**src/rtl/vga_timing_pkg.sv**
```systemverilog
// Default 640x480@60 raster timing constants and the shared coordinate type.
// The drawing stages use coord_t when they decode the xCount/yCount outputs.
package vga_timing_pkg;

    localparam int DEF_H_VISIBLE = 640;
    localparam int DEF_H_FRONT   = 16;
    localparam int DEF_H_SYNC    = 96;
    localparam int DEF_H_BACK    = 48;
    localparam int DEF_V_VISIBLE = 480;
    localparam int DEF_V_FRONT   = 10;
    localparam int DEF_V_SYNC    = 2;
    localparam int DEF_V_BACK    = 33;
    localparam bit DEF_SYNC_POL  = 1'b0;

    localparam int DEF_H_TOTAL = DEF_H_VISIBLE + DEF_H_FRONT + DEF_H_SYNC + DEF_H_BACK;
    localparam int DEF_V_TOTAL = DEF_V_VISIBLE + DEF_V_FRONT + DEF_V_SYNC + DEF_V_BACK;

    localparam int DEF_H_SYNC_START = DEF_H_VISIBLE + DEF_H_FRONT;
    localparam int DEF_H_SYNC_END   = DEF_H_SYNC_START + DEF_H_SYNC;
    localparam int DEF_V_SYNC_START = DEF_V_VISIBLE + DEF_V_FRONT;
    localparam int DEF_V_SYNC_END   = DEF_V_SYNC_START + DEF_V_SYNC;

    localparam int DEF_CNT_W = 10;

    typedef logic [DEF_CNT_W-1:0] coord_t;

endpackage

```
**src/rtl/vga_axis_counter.sv**
```systemverilog
// Wrapping position counter for one raster axis (0..TOTAL-1).
// Reset parks the counter on its last value, so the first increment lands on 0.
// count_next is exposed so that downstream registers can decode the position
// the counter is about to take, which keeps them aligned with count.
module vga_axis_counter #(
    parameter int TOTAL = 800,
    parameter int CNT_W = 10
) (
    input  logic             VGA_clk,
    input  logic             reset,
    input  logic             inc,
    output logic [CNT_W-1:0] count,
    output logic [CNT_W-1:0] count_next,
    output logic             wrap
);

    localparam logic [CNT_W-1:0] LAST = CNT_W'(TOTAL - 1);

    assign wrap = inc && (count == LAST);

    // Next position: hold, step by one, or wrap back to zero.
    always_comb begin
        count_next = count;
        if (inc) begin
            count_next = wrap ? '0 : count + 1'b1;
        end
    end

    // Position register, parked on LAST while in reset.
    always_ff @(posedge VGA_clk or posedge reset) begin
        if (reset) begin
            count <= LAST;
        end else begin
            count <= count_next;
        end
    end

endmodule

```
**src/rtl/vga_sync_gen.sv**
```systemverilog
// Raster timing generator. It produces the pixel position and the sync, display and strobe
// flags for that position. Every flag is registered from the decode of the next
// position, so each one always describes the pixel at (xCount, yCount).
module vga_sync_gen
    import vga_timing_pkg::*;
#(
    parameter int H_VISIBLE = DEF_H_VISIBLE,
    parameter int H_FRONT   = DEF_H_FRONT,
    parameter int H_SYNC    = DEF_H_SYNC,
    parameter int H_BACK    = DEF_H_BACK,
    parameter int V_VISIBLE = DEF_V_VISIBLE,
    parameter int V_FRONT   = DEF_V_FRONT,
    parameter int V_SYNC    = DEF_V_SYNC,
    parameter int V_BACK    = DEF_V_BACK,
    parameter bit SYNC_POL  = DEF_SYNC_POL,
    parameter int CNT_W     = DEF_CNT_W
) (
    input  logic             VGA_clk,
    input  logic             reset,
    input  logic             pix_en,
    output logic [CNT_W-1:0] xCount,
    output logic [CNT_W-1:0] yCount,
    output logic             displayArea,
    output logic             hsync,
    output logic             vsync,
    output logic             line_start,
    output logic             frame_start,
    output logic [7:0]       frame_count
);

    localparam int H_TOTAL = H_VISIBLE + H_FRONT + H_SYNC + H_BACK;
    localparam int V_TOTAL = V_VISIBLE + V_FRONT + V_SYNC + V_BACK;

    localparam logic [CNT_W-1:0] H_VIS_C  = CNT_W'(H_VISIBLE);
    localparam logic [CNT_W-1:0] V_VIS_C  = CNT_W'(V_VISIBLE);
    localparam logic [CNT_W-1:0] H_SS_C   = CNT_W'(H_VISIBLE + H_FRONT);
    localparam logic [CNT_W-1:0] H_SE_C   = CNT_W'(H_VISIBLE + H_FRONT + H_SYNC);
    localparam logic [CNT_W-1:0] V_SS_C   = CNT_W'(V_VISIBLE + V_FRONT);
    localparam logic [CNT_W-1:0] V_SE_C   = CNT_W'(V_VISIBLE + V_FRONT + V_SYNC);

    logic [CNT_W-1:0] x_next;
    logic [CNT_W-1:0] y_next;
    logic             h_wrap;
    logic             v_wrap;
    logic             disp_next;
    logic             hsync_next;
    logic             vsync_next;
    logic             first_frame_seen;

    vga_axis_counter #(
        .TOTAL (H_TOTAL),
        .CNT_W (CNT_W)
    ) u_h_cnt (
        .VGA_clk    (VGA_clk),
        .reset      (reset),
        .inc        (pix_en),
        .count      (xCount),
        .count_next (x_next),
        .wrap       (h_wrap)
    );

    // The vertical axis steps only when the horizontal axis wraps.
    vga_axis_counter #(
        .TOTAL (V_TOTAL),
        .CNT_W (CNT_W)
    ) u_v_cnt (
        .VGA_clk    (VGA_clk),
        .reset      (reset),
        .inc        (h_wrap),
        .count      (yCount),
        .count_next (y_next),
        .wrap       (v_wrap)
    );

    // Decode of the position that takes effect on the coming edge.
    always_comb begin
        disp_next  = (x_next < H_VIS_C) && (y_next < V_VIS_C);
        hsync_next = ((x_next >= H_SS_C) && (x_next < H_SE_C)) ? SYNC_POL : ~SYNC_POL;
        vsync_next = ((y_next >= V_SS_C) && (y_next < V_SE_C)) ? SYNC_POL : ~SYNC_POL;
    end

    // Flag registers advance together with the counters and hold while pix_en is low.
    // h_wrap/v_wrap already imply pix_en, and they mean that the next position has x==0 or is (0,0).
    always_ff @(posedge VGA_clk or posedge reset) begin
        if (reset) begin
            displayArea <= 1'b0;
            hsync       <= ~SYNC_POL;
            vsync       <= ~SYNC_POL;
            line_start  <= 1'b0;
            frame_start <= 1'b0;
        end else if (pix_en) begin
            displayArea <= disp_next;
            hsync       <= hsync_next;
            vsync       <= vsync_next;
            line_start  <= h_wrap;
            frame_start <= v_wrap;
        end
    end

    // Frame counter. The first frame after reset is frame 0, and later frame starts increment the counter.
    always_ff @(posedge VGA_clk or posedge reset) begin
        if (reset) begin
            frame_count      <= 8'd0;
            first_frame_seen <= 1'b0;
        end else if (v_wrap) begin
            first_frame_seen <= 1'b1;
            if (first_frame_seen) begin
                frame_count <= frame_count + 8'd1;
            end
        end
    end

endmodule

```
**config.mk**
```make
export PLATFORM = sky130hd
export DESIGN_NAME = vga_sync_gen
export DESIGN_NICKNAME = d
export VERILOG_FILES = /design/src/rtl/vga_timing_pkg.sv /design/src/rtl/vga_axis_counter.sv /design/src/rtl/vga_sync_gen.sv
export SDC_FILE = /design/constraint.sdc
export NUM_CORES = 1
export LEC_CHECK = 0
export CAP_MARGIN = 20
export CORE_UTILIZATION = 55
export DETAILED_ROUTE_END_ITERATION = 8
export DONT_BUFFER_PORTS = 1
export PLACE_DENSITY_LB_ADDON = 0.2
export REMOVE_ABC_BUFFERS = 1
export SLEW_MARGIN = 40
export SYNTH_ARGS = -nofsm -noshare
export SYNTH_HDL_FRONTEND = slang
export SYNTH_SLANG_ARGS = --single-unit
```
**constraint.sdc**
```tcl
create_clock -name VGA_clk -period 3.4 [get_ports VGA_clk]
set_input_delay 0.34 -clock VGA_clk [delete_from_list [all_inputs] [get_ports VGA_clk]]
set_output_delay 0.34 -clock VGA_clk [all_outputs]
set_load 0.005 [all_outputs]
```
==> Flow_metrics.wiki <==
{| class="wikitable"
! Metric !! Value
|-
| Placeable core area || 0.00308 mm2
|-
| Final GP Congestion || 0.767
|-
| Kind of start point of the critical path || register
|-
| Setup violation total in the final timing report || 0
|-
| Met2 track demand over resource || 36.0%
|-
| Min-delay worst type || input port to register
|-
| Post-synth top area cell || dfrtp_1
|-
| Sum of net half-perimeters after detailed placement || 2550 um
|-
| Number of antenna cells inserted || 0
|-
| Post-synthesis sequential element count || 34
|-
| Hold Path Origin || pix_en
|-
| Via total after detailed routing || 1300
|-
| Count of boundary I/O pins || 36
|-
| Post-layout nets || 185
|-
| CTS clock-pin slew for the worst setup and hold paths || 100 ps
|-
| Die area || 0.00348 mm2
|-
| Number of fillers in the final layout || 260
|-
| Top Usage Layer GRT || met2
|-
| Number of flops mapped to enable cells by yosys || 0
|-
| Tightest slew margin relative to the limit || 63.7%
|-
| Final Critical Period || 2660 ps
|-
| Max clock buf depth || 2
|-
| Floorplan die width || 59.0 um
|-
| Post-Syn Instances || 176
|-
| Unrepaired setup endpoints after global routing || no
|-
| Pwr Density || 442 mW/mm2
|-
| Hold buffers post-CTS || 1
|-
| Post-synthesis instance area || 0.00179 mm2
|-
| Number of cells traversed by the worst register-to-register path || 7
|-
| Most frequent cells in the layout || 22 x dfrtp_1, 17 x nand2_1, 14 x xnor2_1
|-
| Vias in the first global route || 1290
|-
| Leading post-synthesis cells by cell area || dfrtp_1 31%, dfstp_2 18%, xnor2_1 6.9%
|-
| Register area share after synthesis || 48.5%
|-
| Maximum number of pins on one net before global-route repair || 22
|-
| TritonCTS Sinks || 34
|-
| Global routing usage on met3 || 9.17%
|-
| FF-to-FF Start || u_h_cnt.count[0]
|-
| Commonest non-fill, non-tap cell in the layout || dfrtp_1
|-
| Layout Skew || 7.08 ps
|-
| Leakage || 0.804 nW
|-
| Number of distinct library cells after synthesis || 45
|-
| Average cell area after synthesis || 10.1 um2
|-
| CTS H-tree depth || 2
|-
| Final sum of negative setup slack || 0 ps
|-
| Clock insertion delay at the later pin of the skew report || 340 ps
|-
| Cell Rows || 20
|-
| FFs w/ async S/R, synth || 100%
|-
| Global-route wire length before repair || 5750 um
|-
| Layout cell share with drive strength beyond 1 || 16.8%
|-
| Overflow left after global routing || 0
|-
| Num CTS Buffers || 5
|-
| Antenna viol nets, final || 0
|-
| Slew Viols, Final || 0
|-
| Yosys synthesis warning count || 0
|-
| Post-Route Utilization || 61.2%
|-
| Final Hold Viols || 0
|-
| Peak Freq || 376 MHz
|-
| Predominant post-synthesis flop cell || dfrtp_1
|-
| Max-cap viol count || 0
|-
| Die extent in y || 59.0 um
|-
| Synthesis-to-layout area growth || 5.47%
|-
| Arrival time reported for the critical path endpoint || 2900 ps
|-
| WL/cell || 15.5 um
|-
| Run status || completed
|-
| Worst voltage drop across the vdd grid || 0.285 mV
|-
| Cell at the root of the clock tree || clkbuf_4
|-
| Setup Fix Bufs, Post-CTS || 0
|-
| Data required time at the worst endpoint || 3650 ps
|-
| Setup Crit Path Kind || register to register
|-
| 1st-iter DRT viols || 69
|-
| Crit path launch || u_h_cnt.count[0]
|-
| Worst Tran Pin Value || 545 ps
|-
| Number of antenna violations at the first check in global routing || 0
|-
| Area share of the leading cell type in the synthesized netlist || 30.8%
|-
| Average via count per standard cell || 5.83
|-
| Ratio of final minimum period to clock period || 78.2%
|-
| Endpoint class of the critical path || register
|-
| PortBufs || 0
|-
| Min-Delay Path Depth || 1
|-
| Clock tree from TritonCTS || done
|-
| Router iterations before antenna repair || 4
|-
| Number of cells upsized or downsized after cts || 0
|-
| Met1 usage || 27.6%
|-
| Initial standard-cell utilization of the core || 58.0%
|-
| DRC viols || 0
|-
| Routed wire length || 3460 um
|-
| Combined global-route utilization of all metal layers || 22.8%
|-
| Crit Path Max Fanout || 10
|}
cell usage after synthesis (2+ instances only):
cell type  number
ha_1            4
nand2_1        17
inv_1          11
dfrtp_1        22
and3_1          6
nor2_1         12
clkbuf_1        5
xnor2_1        14
nand2b_1        3
or3_1           3
or4_1           2
o31ai_1         2
nand3_1         6
and4_1          3
and2_1          2
nand4_1         9
nor4_1          2
a21oi_1         4
dfstp_2        12
o21ai_0         8
xor2_1          3
mux2_2          3
worst paths after layout:
check	endpoint	slack, ps
worst max-delay path	displayArea	740
min in group asynchronous	u_v_cnt.count[7]	490
worst min-delay path	u_h_cnt.count[0]	60
max in group asynchronous	u_h_cnt.count[8]	2170
worst min register to register	first_frame_seen	480
worst max register to register	displayArea	740
logic make-up after synthesis:
| family | after synthesis | synth area share, % |
|---|---|---|
| flip-flops | 34 | 48.5 |
| AO/OA/AOI/OAI | 25 | 9.60 |
| XOR/XNOR | 17 | 8.34 |
| multiplexers | 4 | 2.45 |
| adder cells (fa/ha/maj) | 4 | 2.80 |
| buffers and inverters | 18 | 4.27 |
| AND/OR/NAND/NOR | 74 | 24.0 |
per-stage QoR:
stage	hold WS [ps]	setup slack (ps)	instance area (um2)	instances	power, mW
after floorplan	398	888	1750	169	0.578
after global placement	293	799	1810	214	0.603
after detailed placement	307	729	1810	214	0.607
after CTS	40.8	723	1880	223	0.842
after global routing	28.3	628	1880	223	0.882
final	55.6	741	1880	223	0.832
where the power goes:
group | switching (mW) | total [mW] | internal [mW]
Sequential | 0.0617 | 0.518 | 0.457
Combinational | 0.0432 | 0.0812 | 0.0380
Clock | 0.133 | 0.233 | 0.100
Total | 0.237 | 0.832 | 0.595
routing by layer:
metal  vias up  routed length (um)
met5         -                   0
met4         0                  70
met3         7                 229
met2        39                1620
met1       616                1530
li1        638                   -
worst max-delay path, cell delays in order (launching register included):
cell and delay, ps:
dfstp_2 590, ha_1 200, and4_1 300, nand4_4 190
or4_1 550, a32o_1 260, and4_4 190, o41ai_2 290
sequential cells by signal, summed over array words and instances, names as in the netlist:
| signal | flops |
|---|---|
| displayArea | 1 |
| first_frame_seen | 1 |
| u_h_cnt.count | 10 |
| u_v_cnt.count | 10 |
| frame_count | 8 |
| vsync | 1 |
| line_start | 1 |
| frame_start | 1 |
| hsync | 1 |
cell type report:
class,instances,area (um2),area share [%]
flip-flops and latches,34,866,46.0
multi-input cells,124,843,44.8
clock buffers,7,55.1,2.92
well taps,44,55.1,2.92
inverters,11,41.3,2.19
repair buffers,2,17.5,0.930
clock inverters,1,5.00,0.266
Note: power is estimated with default switching activity, not from simulation.
